===== config.mk =====
export PLATFORM = sky130hd
export DESIGN_NAME = psum_collector
export DESIGN_NICKNAME = d
export VERILOG_FILES = /design/src/rtl/psum_collector.sv
export SDC_FILE = /design/constraint.sdc
export NUM_CORES = 1
export LEC_CHECK = 0
export BUFFER_PORTS_ARGS = -buffer_cell sky130_fd_sc_hd__buf_2
export CAP_MARGIN = 5
export CORE_ASPECT_RATIO = 0.5
export CORE_MARGIN = 2
export CORE_UTILIZATION = 55
export CTS_CLUSTER_SIZE = 10
export DETAILED_ROUTE_END_ITERATION = 16
export GPL_TIMING_DRIVEN = 0
export PLACE_DENSITY = 0.73
export SYNTH_ARGS = -nofsm -noshare
export SYNTH_HDL_FRONTEND = slang
export SYNTH_SLANG_ARGS = --single-unit

===== constraint.sdc =====
create_clock -name clk -period 8.2 [get_ports clk]
set_clock_uncertainty 0.15 [all_clocks]
set_input_delay 2.05 -clock clk [delete_from_list [all_inputs] [get_ports clk]]
set_output_delay 2.05 -clock clk [all_outputs]
set_load 0.01 [all_outputs]

===== src/rtl/psum_collector.sv =====
// Partial-sum collector: accumulates N psums per output with saturation,
// queues finished results in a FWFT FIFO and hands them out over valid/ready.
module psum_collector #(
    parameter int unsigned BIT_WIDTH  = 8,
    parameter int unsigned ACC_WIDTH  = 24,
    parameter int unsigned LEN_WIDTH  = 8,
    parameter int unsigned FIFO_DEPTH = 8
) (
    input  logic                          clk,
    input  logic                          rst,
    input  logic [2*BIT_WIDTH-1:0]        i_psum,
    input  logic                          i_psum_vld,
    input  logic [LEN_WIDTH-1:0]          i_len,
    input  logic                          i_clear,
    output logic [ACC_WIDTH-1:0]          o_data,
    output logic                          o_data_vld,
    input  logic                          i_data_rdy,
    output logic                          o_busy,
    output logic                          o_overflow,
    output logic [$clog2(FIFO_DEPTH):0]   o_fifo_cnt
);

    localparam int unsigned PTR_W = $clog2(FIFO_DEPTH);
    localparam int unsigned CNT_W = PTR_W + 1;
    localparam int unsigned SUM_W = ACC_WIDTH + 1;

    typedef enum logic {
        IDLE,
        ACCUM
    } state_t;

    state_t                 state;
    logic [ACC_WIDTH-1:0]   acc;
    logic [LEN_WIDTH-1:0]   cnt;
    logic [LEN_WIDTH-1:0]   len_q;

    logic [ACC_WIDTH-1:0]   fifo_mem [FIFO_DEPTH];
    logic [PTR_W-1:0]       wr_ptr;
    logic [PTR_W-1:0]       rd_ptr;

    logic [ACC_WIDTH-1:0]   psum_ext;
    logic [SUM_W-1:0]       sum_wide;
    logic [ACC_WIDTH-1:0]   acc_sat;
    logic [LEN_WIDTH-1:0]   len_eff;
    logic                   last_beat;
    logic                   push_req;
    logic [ACC_WIDTH-1:0]   push_data;
    logic                   pop;
    logic                   full;
    logic                   push_ok;
    logic                   drop;
    logic [CNT_W-1:0]       fifo_cnt_next;
    logic                   head_from_push;

    // Saturating add and push decision for the current beat
    always_comb begin
        psum_ext  = ACC_WIDTH'(i_psum);
        sum_wide  = {1'b0, acc} + SUM_W'(i_psum);
        acc_sat   = sum_wide[ACC_WIDTH] ? {ACC_WIDTH{1'b1}} : sum_wide[ACC_WIDTH-1:0];
        len_eff   = (i_len == '0) ? LEN_WIDTH'(1) : i_len;
        last_beat = (cnt == len_q - LEN_WIDTH'(1));
        push_req  = 1'b0;
        push_data = '0;
        if (i_psum_vld && !i_clear) begin
            if (state == IDLE && len_eff == LEN_WIDTH'(1)) begin
                push_req  = 1'b1;
                push_data = psum_ext;
            end else if (state == ACCUM && last_beat) begin
                push_req  = 1'b1;
                push_data = acc_sat;
            end
        end
    end

    // FIFO occupancy bookkeeping; a pop frees the slot a same-cycle push needs
    always_comb begin
        pop     = o_data_vld && i_data_rdy;
        full    = (o_fifo_cnt == CNT_W'(FIFO_DEPTH));
        push_ok = push_req && (!full || pop);
        drop    = push_req && full && !pop;
        fifo_cnt_next = o_fifo_cnt;
        if (push_ok && !pop) begin
            fifo_cnt_next = o_fifo_cnt + CNT_W'(1);
        end else if (!push_ok && pop) begin
            fifo_cnt_next = o_fifo_cnt - CNT_W'(1);
        end
        head_from_push = push_ok &&
                         ((o_fifo_cnt == '0) || (pop && o_fifo_cnt == CNT_W'(1)));
    end

    // Group accumulation FSM
    always_ff @(posedge clk) begin
        if (rst) begin
            state  <= IDLE;
            acc    <= '0;
            cnt    <= '0;
            len_q  <= '0;
            o_busy <= 1'b0;
        end else if (i_clear) begin
            state  <= IDLE;
            acc    <= '0;
            cnt    <= '0;
            o_busy <= 1'b0;
        end else if (i_psum_vld) begin
            case (state)
                IDLE: begin
                    len_q <= len_eff;
                    acc   <= psum_ext;
                    cnt   <= LEN_WIDTH'(1);
                    if (len_eff != LEN_WIDTH'(1)) begin
                        state  <= ACCUM;
                        o_busy <= 1'b1;
                    end
                end
                ACCUM: begin
                    if (last_beat) begin
                        state  <= IDLE;
                        acc    <= '0;
                        cnt    <= '0;
                        o_busy <= 1'b0;
                    end else begin
                        acc <= acc_sat;
                        cnt <= cnt + LEN_WIDTH'(1);
                    end
                end
                default: begin
                    state  <= IDLE;
                    o_busy <= 1'b0;
                end
            endcase
        end
    end

    // Result storage; contents need no reset because occupancy gates use
    always_ff @(posedge clk) begin
        if (push_ok) begin
            fifo_mem[wr_ptr] <= push_data;
        end
    end

    // Pointers, occupancy and the registered head word
    always_ff @(posedge clk) begin
        if (rst) begin
            wr_ptr     <= '0;
            rd_ptr     <= '0;
            o_fifo_cnt <= '0;
            o_data_vld <= 1'b0;
            o_data     <= '0;
        end else begin
            if (push_ok) begin
                wr_ptr <= wr_ptr + PTR_W'(1);
            end
            if (pop) begin
                rd_ptr <= rd_ptr + PTR_W'(1);
            end
            o_fifo_cnt <= fifo_cnt_next;
            o_data_vld <= (fifo_cnt_next != '0);
            if (head_from_push) begin
                o_data <= push_data;
            end else if (pop) begin
                o_data <= fifo_mem[rd_ptr + PTR_W'(1)];
            end
        end
    end

    // Sticky drop flag, cleared only by reset or i_clear
    always_ff @(posedge clk) begin
        if (rst) begin
            o_overflow <= 1'b0;
        end else if (i_clear) begin
            o_overflow <= 1'b0;
        end else if (drop) begin
            o_overflow <= 1'b1;
        end
    end

endmodule


==> impl_results.md <==
* Status: completed
* CP Class: in -> reg
* Fin crit period at a little over 5 ns
* CTS max path bufs at 3
* Distinct cell type count after synthesis at about 80
* Fillers at about 1600
* Core area at 21920 µm²
* Crit path capture type: flop
* Setup-failing EPs final at 0
* Initial antenna violation count at 0
* Share of cells above drive strength 1 at 20.07%
* Largest net degree at the start of global routing at 25
* Insertion delay to the later sink of the worst-skew pair at approximately 0.57 ns
* Core Util, Final at between 60% and 70%
* Top_reg_cell synth: edfxtp_1
* Slew HR at 30.98%
* Syn avg cell area at between 10 and 15 µm²
* Share of flip-flops with an asynchronous set or reset at 0%
* Total gr overflow at 0
* Global Route Usage Sum at 26.94%
* DP HPWL at approximately 22 mm
* Worst VDD drop at 172.9 µV
* Final Hold Fails at 0
* Routed wire length at around 31 mm
* # DRC at 0
* Max Cap Viol at 0
* Clk root buf: clkbuf_16
* Pins Over Slew Limit at 0
* Die ar. at between 20000 and 25000 µm²
* Htree depth at 1
* Via count at approximately 8600
* Postcts setup bufs at 0
* Hold Worst Slack at between 0.3 and 0.4 ns
* Period utilization at about three fifths
* Placer Congestion at roughly 0.91
* Total CTS buffers at 31
* Worst-Margin Slew at about 1.0 ns
* Critical path data arrival time at around 5.2 ns
* Initial Utilization at 56.67%
* Vias in the first global route at between 8000 and 9000
* Placed Instances at 1321
* Sink Count at 270
* Synthesized flop and latch total at 270
* I/O pin cnt at 60
* First-pass GRT wire length at 47.84 mm
* Port bufs at 59
* Cells after synthesis at between 900 and 1000
* Syn nets at 1004
* Pwr dens at between 200 and 250 nW/µm²
* Max Fclk at around 200 MHz
* Ys Warns at 0
* Leakage at between 4 and 5 nW
* Drt wl/cell at about 23 µm
* Setup repair after global routing missed its margin: false
* Hold Path Class: reg -> reg
* PostCTS Resize Cnt at 0
* Non-filler cells, final at ~1400
* Seq/Total Area, Yosys at between 50 and 60%
* DRT Pass-1 Iters at 5
* Ant. Diodes at 0
* Worst EP required at around 8.3 ns
* DR vias/cell at approximately 6.2
* Hold buffers post-CTS at 0
* Total negative setup slack at 0 ns
* Post-synthesis cell area at 12420 µm²
* Floorplan die width at around 220 µm
* Nets at about 1100
* Clk slew on worst S/H paths at 0.06 ns
* Post-synth EDFFs at between 150 and 200
* Vert. Die Dim at roughly 110 µm
* Std-Cell Rows at 38
* Layout area overhead at 13.91%
* Critical-path maximum fanout at 9
* CTS tree: built
* Remaining antenna violation count after routing at 0
* Startpoint types: input port
* Number of DRC markers in iteration 0 at approximately 900
## cell usage in the layout (no fill, tap or decap), types with 13 or more instances in the layout
| cell | instances |
|---|---|
| clkbuf_1 | 48 |
| buf_2 | 70 |
| nor3_1 | 20 |
| a21oi_1 | 60 |
| clkbuf_16 | 31 |
| xor2_1 | 14 |
| mux2i_1 | 33 |
| o211ai_1 | 19 |
| xnor2_1 | 13 |
| edfxtp_1 | 192 |
| ha_1 | 24 |
| nand2_1 | 72 |
| o21ai_0 | 39 |
| nor2_1 | 89 |
| mux4_2 | 48 |
| inv_1 | 13 |
| dfxtp_1 | 78 |
## kinds of logic (layout without fill, tap and decap cells)
| logic type | Yosys count | after routing | synth area share, % |
|---|---|---|---|
| xor gates and xnor gates | 27 | 27 | 1.904 |
| and+or+nand+nor | 258 | 258 | 9.982 |
| adders and majority gates | 25 | 25 | 2.579 |
| AOI/OAI and AO/OA | 225 | 225 | 12.83 |
| buffers and inverters | 64 | 190 | 2.357 |
| DFF | 270 | 270 | 58.98 |
| muxes | 81 | 81 | 11.36 |
## final timing paths
check	start	endpoint	slack [ns]	cells after the start
worst max-delay path	i_len[4]	fifo_mem[0][6]	3.16	10
worst min-delay path	o_overflow	o_overflow	0.33	2
worst max register to register	len_q[0]	fifo_mem[0][6]	4.21	11
worst min register to register	o_overflow	o_overflow	0.33	2
## critical path: stages
cell	delay [ns]
buf_2	0.11
nor4_1	0.37
nand2_1	0.21
nor4_4	0.50
inv_2	0.16
nand2_2	0.21
nand2_1	0.23
nor4_2	0.79
buf_4	0.33
buf_4	0.19
## power by group
| part | switching, W | internal (W) | total, W |
|---|---|---|---|
| combinational | 0.000301 | 0.000235 | 0.000535 |
| clock | 0.000530 | 0.000706 | 0.00124 |
| sequential | 0.0000315 | 0.00148 | 0.00151 |
| total | 0.000862 | 0.00242 | 0.00328 |
## synth_stat cells, drive strengths merged (4+ instances only)
library cell | number | share of area [%]
nand2 | 73 | 2.2
and2 | 8 | 0.40
nand2b | 7 | 0.41
a21o | 9 | 0.54
mux2i | 33 | 2.7
o211ai | 20 | 1.2
nand4 | 5 | 0.25
nand3 | 13 | 0.62
or2 | 4 | 0.20
o21a | 6 | 0.36
clkbuf | 28 | 0.86
edfxtp | 192 | 46
nor3 | 28 | 1.3
a211oi | 15 | 1.1
o21ai | 43 | 1.8
o22ai | 4 | 0.20
nor4 | 5 | 0.42
a222oi | 6 | 0.48
ha | 24 | 2.4
buf | 21 | 1.0
xnor2 | 13 | 0.92
a22oi | 8 | 0.48
inv | 15 | 0.45
and3 | 8 | 0.40
nor2 | 94 | 2.9
xor2 | 14 | 0.99
a31oi | 12 | 0.60
mux4 | 48 | 8.7
a22o | 6 | 0.49
a21oi | 61 | 2.5
or3 | 4 | 0.20
dfxtp | 78 | 13
## through the flow
step / instance area, µm² / power, W / setup WS (ns)
after floorplan: 12420 / 0.001915 / 1.935
after global placement: 13090 / 0.002059 / -0.7796
after detailed placement: 13260 / 0.002071 / 2.588
after CTS: 14150 / 0.003292 / 3.184
after global routing: 14150 / 0.003394 / 2.915
final: 14150 / 0.003283 / 3.161
## layout make-up
cell class                 count  area, µm²  share of cell area, %
timing repair buffer          71      415.4                  2.936
tap                          300      375.4                  2.653
inverter                      15      56.30                 0.3979
clock buffer                  52      854.6                  6.039
buffer                        49      236.5                  1.671
clock inverter                 3      33.78                 0.2387
multi-input combinational    616       4851                  34.28
sequential                   270       7327                  51.78
## per-layer routing
metal / up-vias / GRT usage (%) / part of all wire (%)
met1: 4254 / 38.12 / 43
met3: 50 / 5.295 / 8.9
met4: 0 / 6.360 / 2.0
met5: - / 0 / 0
li1: 3889 / - / -
met2: 365 / 43.75 / 46
## state kept, by name, indices dropped and copies added, names as in the netlist
name	flops
o_busy	1
len_q	8
state	1
cnt	8
o_data_vld	1
acc	24
rd_ptr	3
o_fifo_cnt	4
o_overflow	1
o_data	24
wr_ptr	3
fifo_mem	192
Power figures use the tool's default switching activity.
